--- config.mk ---
export PLATFORM = sky130hd
export DESIGN_NAME = add_sub_arb
export DESIGN_NICKNAME = d
export VERILOG_FILES = /design/src/rtl/add_sub_arb_pkg.sv /design/src/rtl/add_sub.sv /design/src/rtl/add_sub_arb.sv
export SDC_FILE = /design/constraint.sdc
export NUM_CORES = 1
export LEC_CHECK = 0
export ABC_AREA = 0
export CAP_MARGIN = 20
export CORE_MARGIN = 3
export CORE_UTILIZATION = 48
export DETAILED_ROUTE_END_ITERATION = 12
export PLACE_DENSITY = 0.89
export SYNTH_ARGS = -nofsm -noshare
export SYNTH_HDL_FRONTEND = slang
export SYNTH_SLANG_ARGS = --single-unit
--- constraint.sdc ---
create_clock -name clk -period 4.67 [get_ports clk]
set_input_delay 0.7005 -clock clk [delete_from_list [all_inputs] [get_ports clk]]
set_output_delay 0.7005 -clock clk [all_outputs]
set_load 0.005 [all_outputs]
--- src/rtl/add_sub_arb_pkg.sv ---
// add_sub_arb_pkg: shared FSM state type, default width, requester-id width and priority reset value
package add_sub_arb_pkg;
    typedef enum logic [1:0] {IDLE, CALC, DONE} state_t;
    localparam int N_DEF = 4;
    localparam int ID_W = 1;
    localparam logic PTR_RST = 1'b0;
endpackage

--- src/rtl/add_sub.sv ---
// add_sub: N-bit adder/subtractor with carry-out and signed overflow
// Ports: A, B operands; Sel 0=add 1=subtract (A-B); S result; Co carry out of MSB; Ov signed overflow
module add_sub
    import add_sub_arb_pkg::*;
#(
    parameter int N = N_DEF
) (
    input  logic [N-1:0] A,
    input  logic [N-1:0] B,
    input  logic         Sel,
    output logic [N-1:0] S,
    output logic         Co,
    output logic         Ov
);
    // subtraction is A + ~B + 1, so the inverted B is also what the overflow sign test uses
    logic [N-1:0] bx;
    assign bx = B ^ {N{Sel}};
    assign {Co, S} = (N+1)'(A) + (N+1)'(bx) + (N+1)'(Sel);
    assign Ov = (A[N-1] == bx[N-1]) && (S[N-1] != A[N-1]);
endmodule

--- src/rtl/add_sub_arb.sv ---
// add_sub_arb: two-requester round-robin front end sharing one add_sub unit
// Ports: clk, rst (sync, active high); req0/req1 valid, A, B, Sel in and ready out;
//        rsp_valid/rsp_ready handshake with rsp_S, rsp_Co, rsp_Ov, rsp_id; busy when not IDLE
module add_sub_arb
    import add_sub_arb_pkg::*;
#(
    parameter int N = N_DEF
) (
    input  logic            clk,
    input  logic            rst,
    input  logic            req0_valid,
    input  logic [N-1:0]    req0_A,
    input  logic [N-1:0]    req0_B,
    input  logic            req0_Sel,
    output logic            req0_ready,
    input  logic            req1_valid,
    input  logic [N-1:0]    req1_A,
    input  logic [N-1:0]    req1_B,
    input  logic            req1_Sel,
    output logic            req1_ready,
    output logic            rsp_valid,
    input  logic            rsp_ready,
    output logic [N-1:0]    rsp_S,
    output logic            rsp_Co,
    output logic            rsp_Ov,
    output logic [ID_W-1:0] rsp_id,
    output logic            busy
);
    state_t state, state_nx;
    logic ptr;
    logic [N-1:0] a, b;
    logic sel;
    logic [ID_W-1:0] id;
    logic [N-1:0] s;
    logic co, ov, idle, gnt1;
    add_sub #(.N(N)) u_add_sub (.A(a), .B(b), .Sel(sel), .S(s), .Co(co), .Ov(ov));
    // ptr names the requester that wins when both are valid
    assign idle = (state == IDLE) && !rst;
    assign gnt1 = req1_valid && (!req0_valid || ptr);
    assign req0_ready = idle && req0_valid && !gnt1;
    assign req1_ready = idle && gnt1;
    assign rsp_valid = (state == DONE);
    assign busy = (state != IDLE);
    always_comb begin
        state_nx = state;
        unique case (state)
            IDLE:    state_nx = (req0_valid || req1_valid) ? CALC : IDLE;
            CALC:    state_nx = DONE;
            DONE:    state_nx = rsp_ready ? IDLE : DONE;
            default: state_nx = IDLE;
        endcase
    end
    always_ff @(posedge clk) begin
        if (rst) begin
            state  <= IDLE;
            ptr    <= PTR_RST;
            a      <= '0;
            b      <= '0;
            sel    <= 1'b0;
            id     <= '0;
            rsp_S  <= '0;
            rsp_Co <= 1'b0;
            rsp_Ov <= 1'b0;
            rsp_id <= '0;
        end else begin
            state <= state_nx;
            if (req0_ready || req1_ready) begin
                a   <= req1_ready ? req1_A : req0_A;
                b   <= req1_ready ? req1_B : req0_B;
                sel <= req1_ready ? req1_Sel : req0_Sel;
                id  <= req1_ready;
            end
            if (state == CALC) begin
                rsp_S  <= s;
                rsp_Co <= co;
                rsp_Ov <= ov;
                rsp_id <= id;
            end
            // the requester just served loses priority to the other one
            if (state == DONE && rsp_ready) ptr <= ~id;
        end
    end
endmodule

== After elaboration in Yosys (flattened, before gate mapping) ==
Cells that the tools add are included.

* Flip-flop bits (word level): 20
* Input bits: 23
* Output and inout bits: 11

* Add/subtract/negate cells: 2
* Equal/unequal tests: 4
* Multiplexer cells: 6
* Bitwise gates (word level): 2
* Reductions and logical operators: 15

{| class="wikitable"
|+ Operators with widths
! cell !! count
|-
| $mux W4 || 2
|-
| $logic_and A1 B1 Y1 || 7
|-
| $pmux W2 S3 || 1
|-
| $add A4 B4 Y5 || 1
|-
| $add A5 B1 Y5 || 1
|-
| $xor A4 B4 Y4 || 1
|-
| $logic_not A1 Y1 || 3
|-
| $logic_or A1 B1 Y1 || 3
|-
| $eq A2 B1 Y1 const B || 1
|-
| $eq A2 B2 Y1 const B || 1
|-
| $logic_not A2 Y1 || 1
|-
| $mux W1 || 2
|-
| $mux W2 || 1
|-
| $reduce_bool A2 Y1 || 1
|-
| $eq A1 B1 Y1 || 1
|-
| $ne A1 B1 Y1 || 1
|-
| $not A1 Y1 || 1
|}

== Logic depth before layout (Yosys ltp) ==
Gate-level depths: netlist of the first run.

* Depth in word-level cells: 6
* Gate-level depth with buffers: 6
* Depth with buffers taken out: 6

== By module ==
From an unflattened synthesis of the first run, not the netlist that was laid out.

* Cells, all modules: 104
* Area total of the unflattened synthesis: 1,047.3 um2

{| class="wikitable"
|+ By module, submodules not included
! module !! times used !! cells an instance !! area an instance (um2) !! sequential area each (um2)
|-
| add_sub_arb || 1 || 86 || 853.3 || 400.4
|-
| add_sub || 1 || 18 || 193.9 || 0.0
|}

== Least setup slack after synthesis of the first run ==
Ideal clock, no wire load.

* Path type: input-to-output
* Start: in rst
* End: out req0_ready
* Arrival: 1,312 ps
* Data required time: 3,970 ps
* Setup slack: 2,658 ps
* Stages: 2
* Path buffers: 1
* Cell sequence: clkbuf_1 > a2111oi_0

* Cells in the longest elaborated chain, start to end: 4

{| class="wikitable"
|+ RTL lines
! item !! RTL line !! RTL
|-
| from (decl) || add_sub_arb.sv:10 || <nowiki>input logic rst,</nowiki>
|-
| $logic_not A1 Y1 || add_sub_arb.sv:38 || <nowiki>assign idle = (state == IDLE) && !rst;</nowiki>
|-
| $logic_and A1 B1 Y1 || add_sub_arb.sv:38 ||
|-
| $logic_and A1 B1 Y1 (2 in series) || add_sub_arb.sv:40 || <nowiki>assign req0_ready = idle && req0_valid && !gnt1;</nowiki>
|-
| to (decl) || add_sub_arb.sv:15 || <nowiki>output logic req0_ready,</nowiki>
|}

No other way between the ends.

== Final worst setup path of the first run ==
* Start: in rst
* End: out req1_ready

* Cells in the longest elaborated chain, start to end: 3

{| class="wikitable"
|+ RTL lines
! item !! RTL line !! RTL
|-
| $logic_not A1 Y1 || add_sub_arb.sv:38 ||
|-
| $logic_and A1 B1 Y1 || add_sub_arb.sv:38 ||
|-
| $logic_and A1 B1 Y1 || add_sub_arb.sv:41 || <nowiki>assign req1_ready = idle && gnt1;</nowiki>
|-
| to (decl) || add_sub_arb.sv:20 || <nowiki>output logic req1_ready,</nowiki>
|}

No other way between the ends.

==> results of run 1 <==
layout by cell type, fill, tap and decap left out, types with 3 or more instances in the layout:
cell type        netlist  routed
nor2_1                14      14
a211oi_1              12      12
mux2i_1               10      10
clkbuf_4               0       3
inv_1                  4       4
ha_1                   3       3
xor2_1                 4       4
a21oi_1                3       3
dfxtp_1               20      20
nand2_1                5       5
clkdlybuf4s50_1        0      33
power by group:
group          leakage (nW)  switching, mW  internal [mW]
logic                 0.443         0.0516         0.0665
registers             0.164         0.0121          0.186
clock network        0.0210         0.0538         0.0476
flip-flops by register name, summed over array words and instances, names as in the netlist:
signal	flops
id	1
rsp_Ov	1
rsp_S	4
rsp_id	1
rsp_Co	1
sel	1
state	2
a	4
b	4
ptr	1
layout make-up:
| type | instances | area (um2) | area share (%) |
|---|---|---|---|
| well taps | 25 | 31.3 | 2.25 |
| repair buffers | 35 | 349 | 25.1 |
| multi-input cells | 73 | 557 | 40.0 |
| flip-flops and latches | 20 | 400 | 28.8 |
| inverters | 5 | 18.8 | 1.35 |
| clock buffers | 4 | 36.3 | 2.61 |
cell families after synthesis:
| family | count (synthesis) | share of synthesized area (%) |
|---|---|---|
| AND/OR/NAND/NOR | 29 | 14.2 |
| AO/OA/AOI/OAI | 23 | 18.5 |
| flip-flops | 20 | 39.6 |
| buffers and inverters | 12 | 5.44 |
| multiplexers | 11 | 11.4 |
| XOR/XNOR | 6 | 5.19 |
| adder cells (fa/ha/maj) | 4 | 5.69 |
per-layer routing:
layer	wire [um]	vias to the layer above
met4	46	0
li1	-	439
met1	924	394
met2	999	26
met5	0	-
met3	100	5
final timing paths:
kind,from,slack (ns),end
setup / recovery,rst,1.49,req1_ready
hold / removal,rsp_id,0.46,rsp_id
setup reg to reg,b[0],2.86,rsp_Co
hold reg to reg,rsp_id,0.46,rsp_id
worst max-delay path, stage by stage:
cell and delay, ns:
clkdlybuf4s50_1 0.39, buf_4 0.21, inv_1 0.12, o2111ai_2 0.40, inv_1 0.15, clkdlybuf4s50_1 0.51
==> flow_summary.json, run 1 <==
{
  "slew_viol_final": 0,
  "grt.busiest_layer": "met2",
  "synthCells": 105,
  "post-place-ws_ns": 1.50,
  "path_class": "in2out",
  "yosysTopAreaCell": "dfxtp_1",
  "dr.pass1.iters": 4,
  "hold_path.class": "reg2reg",
  "drive_above_1_share_pct": 9.49,
  "p_total_mw": 0.418,
  "ios": 34,
  "htree_levels": 1,
  "first_iter_violations": 8,
  "synth.ff_latch_count": 20,
  "use_met1_pct": 20.4,
  "finalClockSkew_ns": 0.00185,
  "grt_pass1_wl_mm": 3.31,
  "via_per_inst": 5.33,
  "hold_violations": 0,
  "layout_setup_ws_ns": 1.49,
  "nets": 165,
  "yosysSeqAreaShare_pct": 39.6,
  "ys_types": 31,
  "fin_crit_sh_pct": 68.0,
  "peakVddDrop_mv": 0.166,
  "portBuffers": 33,
  "cp.arrival_ns": 2.48,
  "clkTransAtPathRegs_ns": 0.11,
  "p_leak_nw": 0.628,
  "yosysWarnings": 0,
  "r2r_cells": 5,
  "clockBufferDepth": 2,
  "synth_top_flop_cell": "dfxtp_1",
  "syn2layout_area_growth_pct": 37.6,
  "yosysMostFrequentCell": "dfxtp_1",
  "placed_cells": 157,
  "vias": 864,
  "cts_setup_buffers": 0,
  "fp.dieH_um": 51.9,
  "grt_max_degree": 23,
  "cts_root_buf": "clkbuf_4",
  "start_util_pct": 54.5,
  "end_kind": "output port",
  "met3_usage_pct": 2.58,
  "nFillCells": 127,
  "syn-num-nets": 132,
  "wl_per_cell_um": 12.8,
  "grt_antenna_before_repair": 0,
  "core_area_um2": 1860,
  "grt_pass1_vias": 769,
  "hold_path_depth": 2,
  "antenna_cells": 0,
  "dieArea_um2": 2700,
  "gp_congestion": 0.798,
  "slew-limit-headroom_pct": 53.4,
  "instances_no_fill": 162,
  "critPathRequiredTime_ns": 3.97,
  "worst_skew_pair.late_latency_ns": 0.30,
  "remaining_drc_errors": 0,
  "synth_common_cells": "dfxtp_1, nor2_1, a211oi_1",
  "placed_area_um2": 1350,
  "crit_path_max_fanout": 22,
  "dp_hpwl_mm": 1.60,
  "finalCriticalPeriod_ns": 3.18,
  "powerDensity_nw_per_um2": 300,
  "cts_inserted_buffers": 3,
  "stdcell_area_um2": 1390,
  "routed_wl_mm": 2.07,
  "cts.sinks": 20,
  "setup_viol": 0,
  "rsz0062_at_grt": "false",
  "synth_area_um2": 1010,
  "status": "completed",
  "async_flop_share_pct": 0,
  "syn_area_per_cell_um2": 9.64,
  "ys_top_cells_by_area": "dfxtp_1, mux2i_1, a211oi_1",
  "die_w_um": 51.9,
  "max_freq_mhz": 315,
  "cts_resized": 0,
  "tightest_slew_ns": 0.700,
  "maxCapViolCount": 0,
  "grt_use_met2_pct": 27.4,
  "synth_top_area_share_pct": 39.6,
  "cts_hold_buf": 0,
  "track_usage_pct": 16.8,
  "tns_ns": 0,
  "post-route-util_pct": 74.9,
  "rows": 15,
  "worstSetupStartpointType": "primary input",
  "hold_ws_ns": 0.464,
  "cts_tree": "built",
  "synth-edff-count": 0,
  "globalRouteOverflowTotal": 0,
  "ant_nets": 0
}
Note: power is estimated with default switching activity, not from simulation.
==> run 2, diff against run 1 <==
--- a/config.mk
+++ b/config.mk
@@ -8,9 +8,9 @@
 export ABC_AREA = 0
 export CAP_MARGIN = 20
 export CORE_MARGIN = 3
-export CORE_UTILIZATION = 48
+export CORE_UTILIZATION = 44
 export DETAILED_ROUTE_END_ITERATION = 12
-export PLACE_DENSITY = 0.89
+export PLACE_DENSITY = 0.83
 export SYNTH_ARGS = -nofsm -noshare
 export SYNTH_HDL_FRONTEND = slang
 export SYNTH_SLANG_ARGS = --single-unit
==> constraint.sdc (replaced) <==
create_clock -name clk -period 3.1 [get_ports clk]
set_input_delay 0.465 -clock clk [delete_from_list [all_inputs] [get_ports clk]]
set_output_delay 0.465 -clock clk [all_outputs]
set_load 0.005 [all_outputs]
==> flow_summary.json, run 2 (synthesis results as in run 1) <==
{
  "powerDensity_nw_per_um2": 426,
  "layout_commonest_cell": "clkdlybuf4s50_1",
  "p_leak_nw": 0.624,
  "fp.dieH_um": 54.0,
  "cts_setup_buffers": 0,
  "path_class": "in2out",
  "cts_hold_buf": 0,
  "dp_hpwl_mm": 1.56,
  "maxCapViolCount": 0,
  "status": "completed",
  "hold_path.class": "reg2reg",
  "tightest_slew_ns": 0.453,
  "reg_top3": "a x4, b x4, rsp_S x4",
  "cts_inserted_buffers": 3,
  "dr.pass1.iters": 4,
  "r2r_cells": 6,
  "worstSetupStartpointType": "primary input",
  "clockBufferDepth": 2,
  "wl_per_cell_um": 11.8,
  "setup_viol": 0,
  "portBuffers": 33,
  "globalRouteOverflowTotal": 0,
  "crit_path_max_fanout": 12,
  "rows": 16,
  "critPathRequiredTime_ns": 2.63,
  "seqPwrFrac_pct": 50.5,
  "grt_antenna_before_repair": 0,
  "routed_wl_mm": 1.94,
  "clkTransAtPathRegs_ns": 0.10,
  "finalClockSkew_ns": 0.00328,
  "finalCriticalPeriod_ns": 2.57,
  "rsz0062_at_grt": "false",
  "p_int_mw": 0.426,
  "first_iter_violations": 1,
  "syn2layout_area_growth_pct": 36.8,
  "pwr-share-comb_pct": 29.5,
  "grt_pass1_wl_mm": 3.37,
  "gp_congestion": 0.794,
  "peakVddDrop_mv": 0.271,
  "cp.arrival_ns": 2.11,
  "dieArea_um2": 2910,
  "slew_viol_final": 0,
  "start_util_pct": 49.1,
  "cts_resized": 0,
  "vias": 836,
  "ios": 34,
  "layout_common_cells": "clkdlybuf4s50_1, dfxtp_1, nor2_1, a211oi_1, mux2i_1",
  "p_switching_mw": 0.165,
  "clkPwrFrac_pct": 20.0,
  "crit_path_cell_trace": "clkdlybuf4s50_1, a2111oi_0, clkdlybuf4s50_1",
  "antenna_cells": 0,
  "worst_path_max_delay_cell": "clkdlybuf4s50_1",
  "stdcell_area_um2": 1390,
  "grt_pass1_vias": 771,
  "slew-limit-headroom_pct": 69.7,
  "slowest_delay_ns": 0.63,
  "crit_top_cell": "clkdlybuf4s50_1",
  "fin_crit_sh_pct": 83.0,
  "max_freq_mhz": 389,
  "worst_skew_pair.late_latency_ns": 0.29,
  "ant_nets": 0,
  "end_kind": "output port",
  "htree_levels": 1,
  "switching_share_pct": 28.0,
  "nets": 166,
  "cts.sinks": 20,
  "hold_violations": 0,
  "track_usage_pct": 16.1,
  "placed_area_um2": 1360,
  "remaining_drc_errors": 0,
  "tns_ns": 0,
  "cts_tree": "built",
  "drive_above_1_share_pct": 9.49,
  "grt_max_degree": 21,
  "via_per_inst": 5.10,
  "cts_root_buf": "clkbuf_4",
  "core_area_um2": 2060,
  "die_w_um": 54.0,
  "hold_path_depth": 2
}
run 2: worst paths after layout:
path / startpoint / slack [ns] / end
min reg2reg: rsp_S[1] / 0.46 / rsp_S[1]
min: rsp_S[1] / 0.46 / rsp_S[1]
max: rst / 0.53 / req0_ready
max reg2reg: sel / 1.29 / rsp_Ov
run 2: per-layer routing:
metal,vias to the layer above,GRT usage (%),routed length (um)
met5,-,0,0
met4,0,11.5,38
met3,4,1.66,110
met2,23,24.6,956
met1,373,20.8,837
li1,436,-,-
run 2: metrics by stage:
stage | std cells | setup slack [ns] | hold WS (ns) | util (%) | power (mW)
detailed placement | 161 | 0.510 | 0.446 | 66.1 | 0.480
global route | 164 | 0.384 | 0.478 | 67.2 | 0.634
finish | 164 | 0.526 | 0.460 | 67.2 | 0.591
global placement | 161 | 0.560 | 0.440 | 66.1 | 0.473
CTS | 164 | 0.513 | 0.461 | 67.2 | 0.599
floorplan | 105 | 1.41 | 0.432 | - | 0.407
run 2: area by class of cell:
class / count / area (um2)
fill: 169 / 677
multi-input combinational: 73 / 557
sequential: 20 / 400
timing repair buffer: 36 / 353
tap: 27 / 33.8
clock buffer: 3 / 22.5
inverter: 5 / 18.8
run 2: power groups by stage:
| stage | Combinational [mW] | Sequential (mW) | Clock (mW) |
|---|---|---|---|
| after global routing | 0.195 | 0.303 | 0.136 |
| after floorplan | 0.105 | 0.302 | 0 |
| after global placement | 0.169 | 0.304 | 0 |
| after detailed placement | 0.175 | 0.305 | 0 |
| after CTS | 0.176 | 0.299 | 0.124 |
| final | 0.174 | 0.299 | 0.118 |
run 2: critical path: cells and delay by family:
kind,cells,cell delay [ns]
compound gates,1,0.44
buf+inv,2,1.20
